## src/rtl/sma_crossover_detector_if.sv

```systemverilog
// Sample/average input stream and crossover event outputs of the SMA crossover detector.
// The master side feeds samples and observes events; the detector itself is the slave.
interface sma_crossover_detector_if;
    logic        in_valid;
    logic [15:0] price_in;
    logic [15:0] sma_in;
    logic        out_valid;
    logic [15:0] diff_out;
    logic [1:0]  trend;
    logic        cross_up;
    logic        cross_down;
    logic [15:0] event_count;

    modport master (
        output in_valid, price_in, sma_in,
        input  out_valid, diff_out, trend, cross_up, cross_down, event_count
    );

    modport slave (
        input  in_valid, price_in, sma_in,
        output out_valid, diff_out, trend, cross_up, cross_down, event_count
    );
endinterface

```

## src/rtl/sma_crossover_detector.sv

```systemverilog
// Tracks which side of its moving average a Q8.8 series sits on, using a hysteresis band and
// N-sample confirmation, and reports confirmed crossings as registered pulses plus a count.
module sma_crossover_detector #(
    parameter int          WARMUP  = 8,
    parameter int          CONFIRM = 2,
    parameter logic [15:0] HYST    = 16'h0020
) (
    input  logic                     clk,
    input  logic                     rst,
    sma_crossover_detector_if.slave  bus
);

    typedef enum logic [1:0] {
        ST_WARMUP,
        ST_SEEK,
        ST_ABOVE,
        ST_BELOW
    } state_t;

    localparam int WW = (WARMUP > 1) ? $clog2(WARMUP) : 1;
    localparam int CW = $clog2(CONFIRM + 1);
    localparam state_t RESET_STATE = (WARMUP == 0) ? ST_SEEK : ST_WARMUP;
    localparam logic [1:0] TREND_ABOVE = 2'b01;
    localparam logic [1:0] TREND_BELOW = 2'b10;
    localparam logic signed [16:0] HYST_POS = {1'b0, HYST};
    localparam logic signed [16:0] HYST_NEG = -HYST_POS;

    state_t        state_q, state_d;
    logic [WW-1:0] warmCnt_q, warmCnt_d;
    logic [CW-1:0] upCnt_q, upCnt_d;
    logic [CW-1:0] dnCnt_q, dnCnt_d;
    logic          outValid_q, outValid_d;
    logic [15:0]   diff_q, diff_d;
    logic [1:0]    trend_q, trend_d;
    logic          crossUp_q, crossUp_d;
    logic          crossDn_q, crossDn_d;
    logic [15:0]   eventCnt_q, eventCnt_d;

    logic signed [16:0] diff17;
    logic [15:0]        diffSat;
    logic               isAbove;
    logic               isBelow;
    logic [CW-1:0]      upInc;
    logic [CW-1:0]      dnInc;
    logic [15:0]        eventInc;

    // Bits 16 and 15 disagree exactly when the 17-bit difference leaves the 16-bit signed range.
    always_comb begin
        diff17   = $signed({1'b0, bus.price_in}) - $signed({1'b0, bus.sma_in});
        isAbove  = diff17 > HYST_POS;
        isBelow  = diff17 < HYST_NEG;
        diffSat  = diff17[15:0];
        if (diff17[16] != diff17[15]) begin
            diffSat = diff17[16] ? 16'h8000 : 16'h7FFF;
        end
        upInc    = upCnt_q + 1'b1;
        dnInc    = dnCnt_q + 1'b1;
        eventInc = (eventCnt_q == 16'hFFFF) ? eventCnt_q : eventCnt_q + 16'd1;
    end

    always_comb begin
        state_d    = state_q;
        warmCnt_d  = warmCnt_q;
        upCnt_d    = upCnt_q;
        dnCnt_d    = dnCnt_q;
        outValid_d = 1'b0;
        diff_d     = diff_q;
        trend_d    = trend_q;
        crossUp_d  = 1'b0;
        crossDn_d  = 1'b0;
        eventCnt_d = eventCnt_q;

        if (bus.in_valid) begin
            if (state_q != ST_WARMUP) begin
                outValid_d = 1'b1;
                diff_d     = diffSat;
            end
            case (state_q)
                ST_WARMUP: begin
                    if (warmCnt_q == WW'(WARMUP - 1)) begin
                        state_d   = ST_SEEK;
                        warmCnt_d = '0;
                    end else begin
                        warmCnt_d = warmCnt_q + 1'b1;
                    end
                end
                // Initial side establishment: no pulse, no event count.
                ST_SEEK: begin
                    if (isAbove) begin
                        dnCnt_d = '0;
                        if (upInc == CW'(CONFIRM)) begin
                            state_d = ST_ABOVE;
                            trend_d = TREND_ABOVE;
                            upCnt_d = '0;
                        end else begin
                            upCnt_d = upInc;
                        end
                    end else if (isBelow) begin
                        upCnt_d = '0;
                        if (dnInc == CW'(CONFIRM)) begin
                            state_d = ST_BELOW;
                            trend_d = TREND_BELOW;
                            dnCnt_d = '0;
                        end else begin
                            dnCnt_d = dnInc;
                        end
                    end else begin
                        upCnt_d = '0;
                        dnCnt_d = '0;
                    end
                end
                ST_ABOVE: begin
                    if (!isBelow) begin
                        dnCnt_d = '0;
                    end else if (dnInc == CW'(CONFIRM)) begin
                        state_d    = ST_BELOW;
                        trend_d    = TREND_BELOW;
                        dnCnt_d    = '0;
                        crossDn_d  = 1'b1;
                        eventCnt_d = eventInc;
                    end else begin
                        dnCnt_d = dnInc;
                    end
                end
                ST_BELOW: begin
                    if (!isAbove) begin
                        upCnt_d = '0;
                    end else if (upInc == CW'(CONFIRM)) begin
                        state_d    = ST_ABOVE;
                        trend_d    = TREND_ABOVE;
                        upCnt_d    = '0;
                        crossUp_d  = 1'b1;
                        eventCnt_d = eventInc;
                    end else begin
                        upCnt_d = upInc;
                    end
                end
            endcase
        end
    end

    always_ff @(posedge clk) begin
        if (rst) begin
            state_q    <= RESET_STATE;
            warmCnt_q  <= '0;
            upCnt_q    <= '0;
            dnCnt_q    <= '0;
            outValid_q <= 1'b0;
            diff_q     <= '0;
            trend_q    <= '0;
            crossUp_q  <= 1'b0;
            crossDn_q  <= 1'b0;
            eventCnt_q <= '0;
        end else begin
            state_q    <= state_d;
            warmCnt_q  <= warmCnt_d;
            upCnt_q    <= upCnt_d;
            dnCnt_q    <= dnCnt_d;
            outValid_q <= outValid_d;
            diff_q     <= diff_d;
            trend_q    <= trend_d;
            crossUp_q  <= crossUp_d;
            crossDn_q  <= crossDn_d;
            eventCnt_q <= eventCnt_d;
        end
    end

    assign bus.out_valid   = outValid_q;
    assign bus.diff_out    = diff_q;
    assign bus.trend       = trend_q;
    assign bus.cross_up    = crossUp_q;
    assign bus.cross_down  = crossDn_q;
    assign bus.event_count = eventCnt_q;

endmodule
```

## src/flat_wrapper.sv

```systemverilog
// flat-port wrapper written by rule: the top's interface ports become plain ports
module sma_crossover_detector_flat 
#(
    parameter int          WARMUP  = 8,
    parameter int          CONFIRM = 2,
    parameter logic [15:0] HYST    = 16'h0020
)
  (clk, rst, bus_in_valid, bus_price_in, bus_sma_in, bus_out_valid, bus_diff_out, bus_trend, bus_cross_up, bus_cross_down, bus_event_count);
  sma_crossover_detector_if bus_i ();
  input  logic clk;
  input  logic rst;
  input wire logic [$bits(bus_i.in_valid)-1:0] bus_in_valid;
  input wire logic [$bits(bus_i.price_in)-1:0] bus_price_in;
  input wire logic [$bits(bus_i.sma_in)-1:0] bus_sma_in;
  output wire logic [$bits(bus_i.out_valid)-1:0] bus_out_valid;
  output wire logic [$bits(bus_i.diff_out)-1:0] bus_diff_out;
  output wire logic [$bits(bus_i.trend)-1:0] bus_trend;
  output wire logic [$bits(bus_i.cross_up)-1:0] bus_cross_up;
  output wire logic [$bits(bus_i.cross_down)-1:0] bus_cross_down;
  output wire logic [$bits(bus_i.event_count)-1:0] bus_event_count;
  assign bus_i.in_valid = bus_in_valid;
  assign bus_i.price_in = bus_price_in;
  assign bus_i.sma_in = bus_sma_in;
  assign bus_out_valid = bus_i.out_valid;
  assign bus_diff_out = bus_i.diff_out;
  assign bus_trend = bus_i.trend;
  assign bus_cross_up = bus_i.cross_up;
  assign bus_cross_down = bus_i.cross_down;
  assign bus_event_count = bus_i.event_count;
  sma_crossover_detector #(.WARMUP(WARMUP), .CONFIRM(CONFIRM), .HYST(HYST)) u_core (.clk(clk), .rst(rst), .bus(bus_i));
endmodule
```

## config.mk

```make
export PLATFORM = sky130hd
export DESIGN_NAME = sma_crossover_detector_flat
export DESIGN_NICKNAME = d
export VERILOG_FILES = /design/src/rtl/sma_crossover_detector_if.sv /design/src/rtl/sma_crossover_detector.sv /design/src/flat_wrapper.sv
export SDC_FILE = /design/constraint.sdc
export NUM_CORES = 1
export LEC_CHECK = 0
export ABC_AREA = 1
export BUFFER_PORTS_ARGS = -buffer_cell sky130_fd_sc_hd__buf_2
export CORE_MARGIN = 2
export CORE_UTILIZATION = 50
export DETAILED_ROUTE_END_ITERATION = 8
export PLACE_DENSITY = 0.73
export SYNTH_ARGS = -nofsm -noshare
export SYNTH_HDL_FRONTEND = slang
export SYNTH_SLANG_ARGS = --single-unit
```

## constraint.sdc

```tcl
create_clock -name clk -period 3.5 [get_ports clk]
set_input_delay 0.175 -clock clk [delete_from_list [all_inputs] [get_ports clk]]
set_output_delay 0.175 -clock clk [all_outputs]
set_load 0.01 [all_outputs]
```

==> results.md, run 1 <==
Setup path:
- The data arrival time at the worst-slack endpoint is between 3000 and 4000 ps.
- The launch point of the worst reg-to-reg path is u_core.bus.event_count[0]$_SDFFE_PP0P_.
- The endpoint required time on the critical path is 3700 ps.
- Along the worst path, the maximum fanout reaches 19.
- The critical path crosses 24 cells after its start point.
- The critical path goes through buf_2 -> ha_1 -> fa_1 -> inv_1 -> nand3_1 -> nand2_1 -> nand2_1 -> nand3_1 -> nand3_1 -> nand2_1 -> inv_1 -> ha_1 -> inv_1 -> nor2_2 -> nand3_1 -> nand2_1 -> nand2_2 -> nand2_4 -> nand2_2 -> nand3_4 -> nor2_1 -> nand2_1 -> nand2_1 -> nor2_1.
- In this design, the stage delay of the slowest critical-path cell is 400 ps.
- The kind of cell adding the most delay to the critical path is simple AND/OR/NAND/NOR gates.
- The number of cell instances on the worst register-to-register path is 11.
- The launching element type of the critical path is an input port.
- In this run the worst setup path begins at bus_sma_in[0].
- The number of buffer and inverter stages on the critical path is 4.
- By startpoint and endpoint, the worst setup path is classified as input port to register.
- STA classifies the critical path endpoint as a register.
- For this design, the slowest cell found on the critical path is fa_1.
- Among the stages of the critical path, the cell type that occurs most often is nand2_1.

Synth:
- Counting flops and latches in the post-synthesis netlist gives 46.
- Of all cell types, the one taking the most synthesized area is dfxtp_1.
- The number of nets in the synthesized netlist is roughly 630.
- The simple-gate share of the synthesized area is 35.83%.
- The prevailing post-synth register cell is dfxtp_1.
- Yosys attributes the largest share of cell area to dfxtp_1 25%, nand2_1 15%, inv_1 9.8%.
- The largest family of logic cells by synthesized area is simple AND/OR/NAND/NOR gates.
- The adder-cell share of the synthesized area is 9.491%.
- The synthesized-area fraction occupied by ao, oa, aoi and oai cells is 12.69%.
- The share of the synthesized area in the top cell type is 25.31%.
- The Yosys warning count is 0.
- The average instance area after synthesis is 6.417 µm².
- Of the total synthesized cell area, the portion taken by XOR and XNOR cells is 4.264%.
- Yosys mapped a number of flops with a built-in enable equal to 0.
- The fraction of registers with async set/reset is 0%.
- The mapped netlist covers 3638 µm².
- The multiplexer share of the synthesized area is 0%.
- The count of unique library cells instantiated by Yosys is 39.
- Synthesis produced roughly 570 cells.
- After synthesis, flip-flops and latches occupy approximately a quarter of the total area.

Timing:
- In the finished design, the share of the clock period the worst path needs comes to 86.85%.
- Derived from the worst setup path, the maximum achievable clock frequency is 329.0 MHz.
- The number of max-slew violations in the final report is 0.
- Setup repair after global routing left no endpoint under its margin.
- Across all setup checks in the final design, the least slack found is approximately 460 ps.
- Subtracting the final worst setup slack from the clock period gives approximately 3000 ps.
- Hold is met by 202.4 ps.
- For the final routed database, the setup TNS stands at 0 ps.
- Setup violations remaining at the end of the flow were counted as 0.
- The final worst clock skew is 8.691 ps.
- For the pin with the worst max-slew slack, the measured transition is 782.5 ps.
- The tightest slew margin relative to the limit is a little under half.
- The number of hold-slack violations in the final timing report came to 0.

Power:
- The fraction of power consumed by combinational cells is ~29%.
- Summed over all nets, the switching power comes to 0.4176 mW.
- The design draws 1.230 mW.
- The internal power is 0.8129 mW.
- The sequential power share is 43.3%.
- The clock network accounts for ~28% of the total power.
- Dividing total power by cell area gives a power density of 295.3 nW/µm².
- The maximum ir drop on the vdd rail is 131.3 µV.
- Net switching is 33.94% of the power.
- The leakage power summed over all cells is 2.270 nW.

Floorplan:
- The height of the die is 89.31 µm.
- In this run the core area contains 31 standard-cell rows.
- The die extent in x is 89.31 µm.
- For this configuration, the core starts out at a cell density of 50.98%.
- The area of the core region is 7137 µm².
- The die area is between 7000 and 8000 µm².
- In this run the count of I/O pins placed on the die edge is between 70 and 80.

Final layout:
- The finished layout holds roughly 740 standard cells, fillers aside.
- 0 antenna diodes ended up in the layout.
- The final-stage net count is 697.
- The fraction of layout instances using a drive strength above 1 is 18.87%.
- Leaving out fill and tap cells, the most frequent cell in the layout is nand2_1.
- After routing the design area is between 4000 and 5000 µm².
- Cells fill 58.38% of the core in the end.
- Relative to the synthesized area, the layout overhead comes to 14.51%.
- In the layout the commonest cells are 149 x nand2_1, 95 x inv_1, 71 x buf_2.

Clock tree:
- For this design, the CTS-stage hold fixing added 0 buffers.
- The number of clock buffers added by TritonCTS is 5.
- TritonCTS built the clock tree.
- In this run the clock root is driven by a clkbuf_8.
- The clock latency at the later pin of the worst-skew pair is roughly 300 ps.
- The number of gates resized after CTS was 0.
- The number of setup buffers added after CTS is 0.
- The clock-pin slew of the registers on the worst-case setup and hold paths is 90 ps.
- The sink count of the clock tree is 46.
- In this run the number of H-tree levels came out at 2.
- The maximum buffer depth of the clock tree is 2.

Worst hold path:
- The worst min-delay path startpoint is bus_in_valid.
- In this run the worst hold path is classified as input port to register.
- The count of cells along the worst hold path is 3.

Global route:
- The first global-routing pass estimated 13.94 mm of wire.
- Entering global routing, the biggest net connects 34 pins.
- Global routing consumed, over all layers together, 21.54% of the routing resources.
- The initial antenna violation count is 0.
- The via count of the first global-routing pass is 3322.
- The leftover overflow at the end of global routing is 0.

Route:
- The total via count in the routed design is 3742.
- In the routed layout, each cell is associated on average with a via count of between 5 and 6.
- The mean routed wirelength per cell is roughly 11 µm.
- After detailed routing, the number of remaining DRC violations is 0.
- After the first detailed-routing iteration, the DRC count stood at 148.
- The routed wire length is 8.314 mm.
- The first detailed-routing pass took 5 iterations.
- The count of antenna-violating nets left after detailed routing is 0.

Run status:
- The flow ran to the end, and the final reports show no timing, DRC or antenna violations.

Placed design:
- After detailed placement, the total cell area comes to 4071 µm².
- Input and output buffers added on the ports amount to 71.
- The pre-CTS worst setup slack is around 160 ps.
- The post-DP HPWL is 6.768 mm.
- The congestion estimate from routability-driven global placement came to 0.9276.
- Including well taps, the total number of placed cells is between 700 and 800.

Run:
- The count of max-cap constraint violations is 0.
## cell usage after synthesis, types with 2 or more instances
| master | instances |
|---|---|
| inv_2 | 6 |
| nand2_1 | 149 |
| and2_1 | 2 |
| nor2_2 | 6 |
| xor2_1 | 10 |
| nor2_1 | 53 |
| xor2_2 | 2 |
| buf_4 | 2 |
| nor4_1 | 2 |
| nand3_2 | 2 |
| nand2_2 | 8 |
| clkbuf_1 | 9 |
| a31oi_1 | 5 |
| nor3_1 | 2 |
| a21oi_2 | 8 |
| o221ai_1 | 8 |
| dfxtp_1 | 46 |
| o221a_2 | 2 |
| a21oi_1 | 22 |
| ha_1 | 26 |
| nand3_1 | 32 |
| xnor2_1 | 4 |
| nand4_1 | 23 |
| inv_1 | 95 |
| o21ai_0 | 26 |
| nand2_4 | 3 |
| nor3b_1 | 2 |
## cell type report
type                       count  area [µm²]
inverter                     102       382.9
timing repair buffer          74       377.9
clock inverter                 1       8.758
tap                           99       123.9
clock buffer                   7       86.33
fill                         725        2970
sequential                    46       920.9
multi-input combinational    406        2266
## final timing paths
path | slack, ps | end
max reg2reg | 1020 | u_core.bus.event_count[11]$_SDFFE_PP0P_
max | 460 | u_core.bus.event_count[11]$_SDFFE_PP0P_
min | 200 | u_core.dnCnt_q[0]$_SDFFE_PP0P_
min reg2reg | 430 | u_core.upCnt_q[1]$_SDFFE_PP0P_
## state kept, by name (all words and copies together) (netlist names), 2 cells and up
| name | flops |
|---|---|
| u_core.bus.diff_out | 16 |
| u_core.bus.event_count | 16 |
| u_core.warmCnt_q | 3 |
| u_core.bus.trend | 2 |
| u_core.dnCnt_q | 2 |
| u_core.state_q | 2 |
| u_core.upCnt_q | 2 |
## worst reg2reg max path: stages (launching register included)
cell and delay (ps):
dfxtp_1 350, ha_1 240, nand4_1 170, nor2_1 120, nand4_1 90, o211ai_1 80, nor2_1 610, nand3_4 320
nor2_1 220, nand2_1 70, nand2_1 60, nor2_1 60
## power by group through the flow
stage	Clock, mW	Combinational [mW]	Sequential [mW]
finish	0.345	0.353	0.532
floorplan	0	0.262	0.545
global placement	0	0.349	0.545
CTS	0.354	0.355	0.533
detailed placement	0	0.354	0.545
global route	0.365	0.404	0.533
## layer usage
metal | vias to the layer above | global-route usage (%) | part of all wire (%)
li1 | 1949 | - | -
met1 | 1690 | 27.10 | 44
met2 | 94 | 37.51 | 50
met3 | 9 | 3.232 | 4.3
met4 | 0 | 7.327 | 1.3
met5 | - | 0 | 0
## cells by family after synthesis
kind of cell,after synthesis
adders and majority gates,27
and+or+nand+nor,288
buffers and inverters,115
DFF,46
AOI/OAI and AO/OA,75
xor gates and xnor gates,16
No activity file was read; power rests on OpenSTA's default activity.
==> run 2, diff against run 1 <==
--- a/config.mk
+++ b/config.mk
@@ -7,10 +7,12 @@
 export LEC_CHECK = 0
 export ABC_AREA = 1
 export BUFFER_PORTS_ARGS = -buffer_cell sky130_fd_sc_hd__buf_2
+export CELL_PAD_IN_SITES_DETAIL_PLACEMENT = 1
+export CELL_PAD_IN_SITES_GLOBAL_PLACEMENT = 1
 export CORE_MARGIN = 2
-export CORE_UTILIZATION = 50
+export CORE_UTILIZATION = 39
 export DETAILED_ROUTE_END_ITERATION = 8
-export PLACE_DENSITY = 0.73
+export PLACE_DENSITY_LB_ADDON = 0.1
 export SYNTH_ARGS = -nofsm -noshare
 export SYNTH_HDL_FRONTEND = slang
 export SYNTH_SLANG_ARGS = --single-unit
==> run 2 against run 1 <==
Sequential power about the same. Global-route usage decreased by 0.84 points. Final area grew 0.45%. Worst hold slack improved by 17 ps. Critical path type unchanged.
==> results.md, run 2 (synthesized netlist as in run 1, its figures left out) <==
Placed design:
- The count of placed standard cells including taps came to 742 (+2.1%).
- The placer's final routability congestion estimate came to 0.9103 (-1.9%).
- The number of buffers inserted by port buffering came to 71 (unchanged).
- The post-DP HPWL was 8.257 mm (+22%).

Timing:
- Setup repair after global routing left no endpoint under its margin.
- The tightest slew margin relative to the limit is 48.91% (+1.3 points).
- The achievable frequency came to 327.4 MHz (-0.49%).
- The worst hold margin is 219.9 ps (+17.47 ps).
- The final setup violation count is 0 (unchanged).
- The number of max-slew violations in the final report came to 0 (unchanged).
- The final-layout setup total negative slack is 0 ps (unchanged).
- The clock period minus worst slack is 3055 ps (+14.82 ps).
- The final worst clock skew came to 7.801 ps (-0.8898 ps).
- The number of hold-slack violations in the final timing report came to 0 (unchanged).
- The measured slew at the worst slew-check pin was 761.7 ps (-20.84 ps).
- The share of the clock period used by the worst path came to 87.27% (+0.42 points).

Setup path:
- The number of cell instances on the worst register-to-register path is 12 (+1).
- The worst-path maximum fanout came to 19 (unchanged).
- The worst setup path is launched from an input port.
- The flop-to-flop setup slack came to 1340 ps (+320 ps).
- The data arrival time at the worst-slack endpoint is 3250 ps (about the same).
- The launch point of the worst reg-to-reg path is u_core.bus.event_count[1]$_SDFFE_PP0P_.
- The kind of capture point of the worst setup path is a register.
- The endpoint required time on the critical path was 3690 ps (about the same).
- The terminus of the critical flop-to-flop path is u_core.bus.event_count[6]$_SDFFE_PP0P_.
- The start-to-end type of the worst setup path is input port to register.

Power:
- The ratio of total power to cell area was 290.1 nW/µm² (-1.8%).
- The leakage power summed over all cells is 2.274 nW (+0.17%).
- The overall power of the completed layout was 1.214 mW (-1.3%).
- The maximum ir drop on the vdd rail was 150.3 µV (+14%).

Final layout:
- The post-route non-filler standard cell count was 749 (+1.9%).
- The final-stage net count was 700 (+0.43%).
- The top cell types in the final layout, fill and taps aside, are 149 x nand2_1, 95 x inv_1, 71 x buf_2.
- The fraction of layout instances using a drive strength above 1 is 18.97% (+0.098 points).
- The antenna diode count was 0 (unchanged).
- The utilization after layout came to 45.73% (-13 points).
- The most common cell after layout, fill and taps aside is nand2_1.
- The fill cell total of the finished layout is 1267 (+75%).
- Compared with the post-synthesis result, the final layout area differs by 15.03%.

Worst hold path:
- The worst hold-check path type is input port to register.
- The count of cells along the worst hold path is 3 (unchanged).
- The end of the worst hold path is u_core.bus.out_valid$_SDFF_PP0_.
- The startpoint identified for the worst hold timing path is bus_in_valid.

Floorplan:
- The die extent in x is 100.6 µm (+13%).
- The starting utilization of the core area was 39.75% (-11 points).
- The area of the core region is 9153 µm² (+28%).
- The top-level port count is 72 (unchanged).
- The number of cell rows is 35 (+13%).
- The height of the die is 100.6 µm (+13%).
- The die area was 10120 µm² (+27%).

Route:
- The average via count per standard cell is 5.071 (-0.40%).
- The mean routed wirelength per cell was 13.52 µm (+20%).
- The total via count in the routed design is 3798 (+1.5%).
- The routed wire length came to 10.13 mm (+22%).
- The count of antenna-violating nets left after detailed routing is 0 (unchanged).
- The violation count after the first detailed-routing iteration is 112 (-24%).
- The number of iterations in the first detailed-routing pass is 4 (-1).
- The post-detailed-route DRC marker count is 0 (unchanged).

Global route:
- The initial antenna violation count came to 0 (unchanged).
- The global-route wire length before repair is 17.23 mm (+24%).
- The via count of the first global-routing pass is 3905 (+18%).
- The maximum number of pins on one net before global-route repair came to 34 (unchanged).
- The leftover overflow at the end of global routing is 0 (unchanged).
- The aggregate global-route resource usage was 20.71% (-0.84 points).

Clock tree:
- The number of hold buffers added after cts is 0 (unchanged).
- The clock-pin slew of the registers on the worst-case setup and hold paths is 80 ps (about the same).
- The sink count of the clock tree is 46 (unchanged).
- The maximum buffer depth of the clock tree is 2 (unchanged).
- The number of setup buffers added after CTS is 0 (unchanged).
- The master cell of the clock root buffer is clkbuf_8.
- The post-cts gate resize count is 0 (unchanged).
- The number of buffers created by CTS is 5 (unchanged).
- The clock tree from TritonCTS is done.
- The clock latency at the later pin of the worst-skew pair is 300 ps (about the same).
- The number of levels the H-tree was split into came to 2 (unchanged).

Run status:
- The flow ran to the end, and the final reports show no timing, DRC or antenna violations.

Run:
- The count of max-cap constraint violations came to 0 (unchanged).
run 2: changes by cell type in the layout (fill, tap and decap cells not counted), sizes merged:
cell / change
buf: +3
inv: -1
run 2: cell type report:
type,instances,area (µm²),area share (%)
inverters,102,382.9,9.148
well taps,111,138.9,3.318
repair buffers,77,400.4,9.567
flip-flops and latches,46,920.9,22.00
multi-input cells,406,2266,54.14
clock buffers,7,76.32,1.824
run 2: metal layers:
layer  wire length (µm)  track usage [%]  vias to the layer above
li1                   -                -                     1949
met1               4406            23.51                     1781
met2               5369            40.21                       56
met3                188            2.358                       12
met4                166            5.796                        0
met5                  0                0                        -
run 2: through the flow:
stage               setup WS (ps)  area (µm²)
floorplan                   814.1        3638
global route                47.37        4185
finish                      445.5        4185
detailed placement          95.96        4109
CTS                         404.2        4185
global placement            127.5        4109
run 2: worst max path at each step:
| stage | start | to |
|---|---|---|
| finish | bus_sma_in[0] | u_core.bus.event_count[3]$_SDFFE_PP0P_ |
| CTS | bus_sma_in[0] | u_core.bus.event_count[3]$_SDFFE_PP0P_ |
| floorplan | bus_sma_in[7] | u_core.bus.event_count[10]$_SDFFE_PP0P_ |
| global placement | bus_sma_in[0] | u_core.bus.event_count[11]$_SDFFE_PP0P_ |
| detailed placement | bus_sma_in[0] | u_core.bus.event_count[3]$_SDFFE_PP0P_ |
| global route | bus_price_in[0] | u_core.bus.event_count[3]$_SDFFE_PP0P_ |
run 2: worst max-delay path: stages:
cell     delay (ps)
buf_2           100
ha_1            210
fa_1            400
inv_1           110
nand3_1          70
nand2_1         140
nand2_1          90
nand3_1         130
nand3_1          80
nand2_1         210
inv_1           150
ha_1            230
inv_1            60
nor2_2           50
nand3_1          80
nand2_1          80
nand2_2          90
nand2_4          80
nand2_2         100
nand3_4         210
nor2_1          200
nand2_1          70
nand2_1          60
nor2_1           60
run 2: report_power, final:
part / switching, mW / internal, mW
clock: 0.175 / 0.138
sequential: 0.00377 / 0.529
combinational: 0.245 / 0.124
total: 0.423 / 0.791
==> run 3, diff against run 2 <==
--- a/config.mk
+++ b/config.mk
@@ -10,7 +10,7 @@
 export CELL_PAD_IN_SITES_DETAIL_PLACEMENT = 1
 export CELL_PAD_IN_SITES_GLOBAL_PLACEMENT = 1
 export CORE_MARGIN = 2
-export CORE_UTILIZATION = 39
+export CORE_UTILIZATION = 42
 export DETAILED_ROUTE_END_ITERATION = 8
 export PLACE_DENSITY_LB_ADDON = 0.1
 export SYNTH_ARGS = -nofsm -noshare
==> constraint.sdc (replaced) <==
create_clock -name clk -period 3.6 [get_ports clk]
set_input_delay 0.18 -clock clk [delete_from_list [all_inputs] [get_ports clk]]
set_output_delay 0.18 -clock clk [all_outputs]
set_load 0.01 [all_outputs]
==> run 3 against run 2 <==
Final area decreased by 0.60%. Sequential power is 3% lower. Die area is 6.9% lower. First-iteration DRC count fell by 44%. Global-route usage grew 1.9 points. Critical path depth is the same. Non-clock buffer count is 4 lower. Utilization grew 4.4 points. Clock power rose by 4%. Critical path type unchanged.
==> results.md, run 3 (synthesized netlist as in run 1, its figures left out) <==
Run status:
- The flow ran to the end, and the final reports show no timing, DRC or antenna violations.

Timing:
- The smallest clock period supported by the final layout is computed as 3173 ps.
- The final setup violation count came to 0 (unchanged).
- The final worst clock skew came to 7.436 ps (-0.3651 ps).
- The share of the clock period used by the worst path is around 88%.
- The number of max-slew violations in the final report is 0 (unchanged).
- The worst hold margin is 215.0 ps (-4.872 ps).
- The tightest slew margin relative to the limit came to 48.17% (-0.74 points).
- The measured slew at the worst slew-check pin is 772.7 ps (+11.05 ps).
- Setup repair after global routing left no endpoint under its margin.
- The number of hold-slack violations in the final timing report is 0 (unchanged).
- The achievable frequency is 315.2 MHz.
- The final-layout setup total negative slack is 0 ps (unchanged).

Clock tree:
- TritonCTS built the clock tree.
- The master cell of the clock root buffer is clkbuf_8.
- The number of hold buffers added after cts came to 0 (unchanged).
- The clock-pin slew of the registers on the worst-case setup and hold paths is 90 ps (about the same).
- The clock latency at the later pin of the worst-skew pair is 310 ps (about the same).
- The maximum buffer depth of the clock tree came to 2 (unchanged).
- The post-cts gate resize count is 0 (unchanged).
- The number of levels the H-tree was split into is 2 (unchanged).
- The number of buffers created by CTS was 5 (unchanged).
- The number of setup buffers added after CTS came to 0 (unchanged).
- The sink count of the clock tree was 46 (unchanged).

Floorplan:
- The die extent in x was 97.08 µm (-3.5%).
- The number of cell rows came to 33 (-5.7%).
- The top-level port count is 72 (unchanged).
- The height of the die was 97.08 µm (-3.5%).
- The die area is 9424 µm² (-6.9%).
- The starting utilization of the core area came to 43.84% (+4.1 points).
- The area of the core region is 8299 µm² (-9.3%).

Final layout:
- The area growth from synthesis to layout is 14.34%.
- The fraction of layout instances using a drive strength above 1 was 18.90% (-0.068 points).
- In the layout the commonest cells are 148 x nand2_1, 95 x inv_1, 71 x buf_2.
- The post-layout instance area was 4160 µm² (-0.60%).
- The most common cell after layout, fill and taps aside is nand2_1.
- The final-stage net count was 696 (-0.57%).
- The antenna diode count is 0 (unchanged).
- The utilization after layout is 50.13% (+4.4 points).
- The post-route non-filler standard cell count is 740 (-1.2%).

Route:
- The violation count after the first detailed-routing iteration was 63 (-44%).
- The routed wire length came to 10.39 mm (+2.5%).
- The count of antenna-violating nets left after detailed routing came to 0 (unchanged).
- The average via count per standard cell is 5.114 (+0.84%).
- The number of iterations in the first detailed-routing pass is 4 (unchanged).
- The mean routed wirelength per cell is 14.04 µm (+3.8%).
- The total via count in the routed design is 3784 (-0.37%).
- The post-detailed-route DRC marker count came to 0 (unchanged).

Power:
- The leakage power summed over all cells came to 2.262 nW (-0.52%).
- The ratio of total power to cell area was 290.4 nW/µm² (about the same).
- The maximum ir drop on the vdd rail came to 128.7 µV (-14%).

Setup path:
- The endpoint required time on the critical path came to 3810 ps (+120 ps).
- Among all stages on the critical path, the largest delay is contributed by fa_1.
- The cell seen most often among critical-path stages is nand2_1.
- Traced cell by cell, the critical path runs through buf_2 -> ha_1 -> fa_1 -> inv_1 -> nand3_1 -> nand2_1 -> nand2_1 -> nand3_1 -> nand3_1 -> nand2_2 -> inv_1 -> ha_1 -> inv_1 -> nor2_2 -> nand3_1 -> nand2_1 -> nand2_2 -> nand2_4 -> nand2_2 -> nand3_4 -> nor2_1 -> nand2_1 -> nand2_1 -> nor2_1.
- STA classifies the critical path startpoint as an input port.
- The worst setup path is captured at a register.
- The critical path in this run is classified as input port to register.
- The data arrival time at the worst-slack endpoint is 3380 ps (+130 ps).
- The worst-path maximum fanout is 19 (unchanged).
- The largest incremental delay on the critical path is 420 ps (+20 ps).

Global route:
- The global-route wire length before repair came to 17.71 mm (+2.8%).
- The initial antenna violation count is 0 (unchanged).
- The maximum number of pins on one net before global-route repair is 33 (-2.9%).
- The aggregate global-route resource usage was 22.56% (+1.9 points).
- The via count of the first global-routing pass was 3908 (+0.077%).
- The leftover overflow at the end of global routing is 0 (unchanged).

Placed design:
- The post-DP HPWL is 8.539 mm (+3.4%).
- The placer's final routability congestion estimate came to 0.8650 (-5.0%).
- The placement-stage cell area is 4071 µm² (-0.91%).
- The number of buffers inserted by port buffering is 71 (unchanged).
- The count of placed standard cells including taps is 732 (-1.3%).

Worst hold path:
- The worst hold-check path type is input port to register.

Run:
- The count of max-cap constraint violations is 0 (unchanged).
## run 3: cell count changes in the layout (fill, tap and decap cells not counted), sizes merged
cell,delta
clkinv,+2
buf,-4
clkbuf,-1
## run 3: area by class of cell
class | count | area, µm²
Tap cell | 105 | 131.4
Timing Repair Buffer | 73 | 370.4
Sequential cell | 46 | 920.9
Fill cell | 1176 | 4139
Clock inverter | 2 | 13.76
Inverter | 102 | 382.9
Multi-Input combinational cell | 406 | 2268
Clock buffer | 6 | 72.57
## run 3: metrics by stage
step | setup WS, ps | total power [mW]
global placement | 140.7 | 0.8806
detailed placement | -22.26 | 0.8953
CTS | 306.9 | 1.224
finish | 427.1 | 1.208
global route | 45.18 | 1.289
floorplan | 909.1 | 0.7844
## run 3: worst max-delay path: cells and delay by family
family        cells  cell delay, ps
fa+ha+maj         3             850
simple gates     17            1950
buf+inv           4             410
## run 3: per-layer routing
layer | vias up | part of all wire, % | track usage (%)
li1 | 1945 | - | -
met1 | 1760 | 41 | 23.65
met2 | 57 | 54 | 44.55
met3 | 22 | 2.3 | 2.590
met4 | 0 | 3.2 | 9.859
met5 | - | 0 | 0
## run 3: final timing paths
path                                                from                                      end  slack, ps  cells after the start
setup / recovery                           bus_sma_in[0]  u_core.bus.event_count[11]$_SDFFE_PP0P_        430                     24
hold / removal                              bus_in_valid          u_core.bus.out_valid$_SDFF_PP0_        220                      3
setup reg to reg  u_core.bus.event_count[0]$_SDFFE_PP0P_  u_core.bus.event_count[11]$_SDFFE_PP0P_       1120                     11
hold reg to reg           u_core.dnCnt_q[1]$_SDFFE_PP0P_           u_core.dnCnt_q[1]$_SDFFE_PP0P_        430                      2
## run 3: power breakdown
part           switching [mW]  internal (mW)
sequential            0.00345          0.514
combinational           0.246          0.119
clock                   0.188          0.137
total                   0.437          0.770
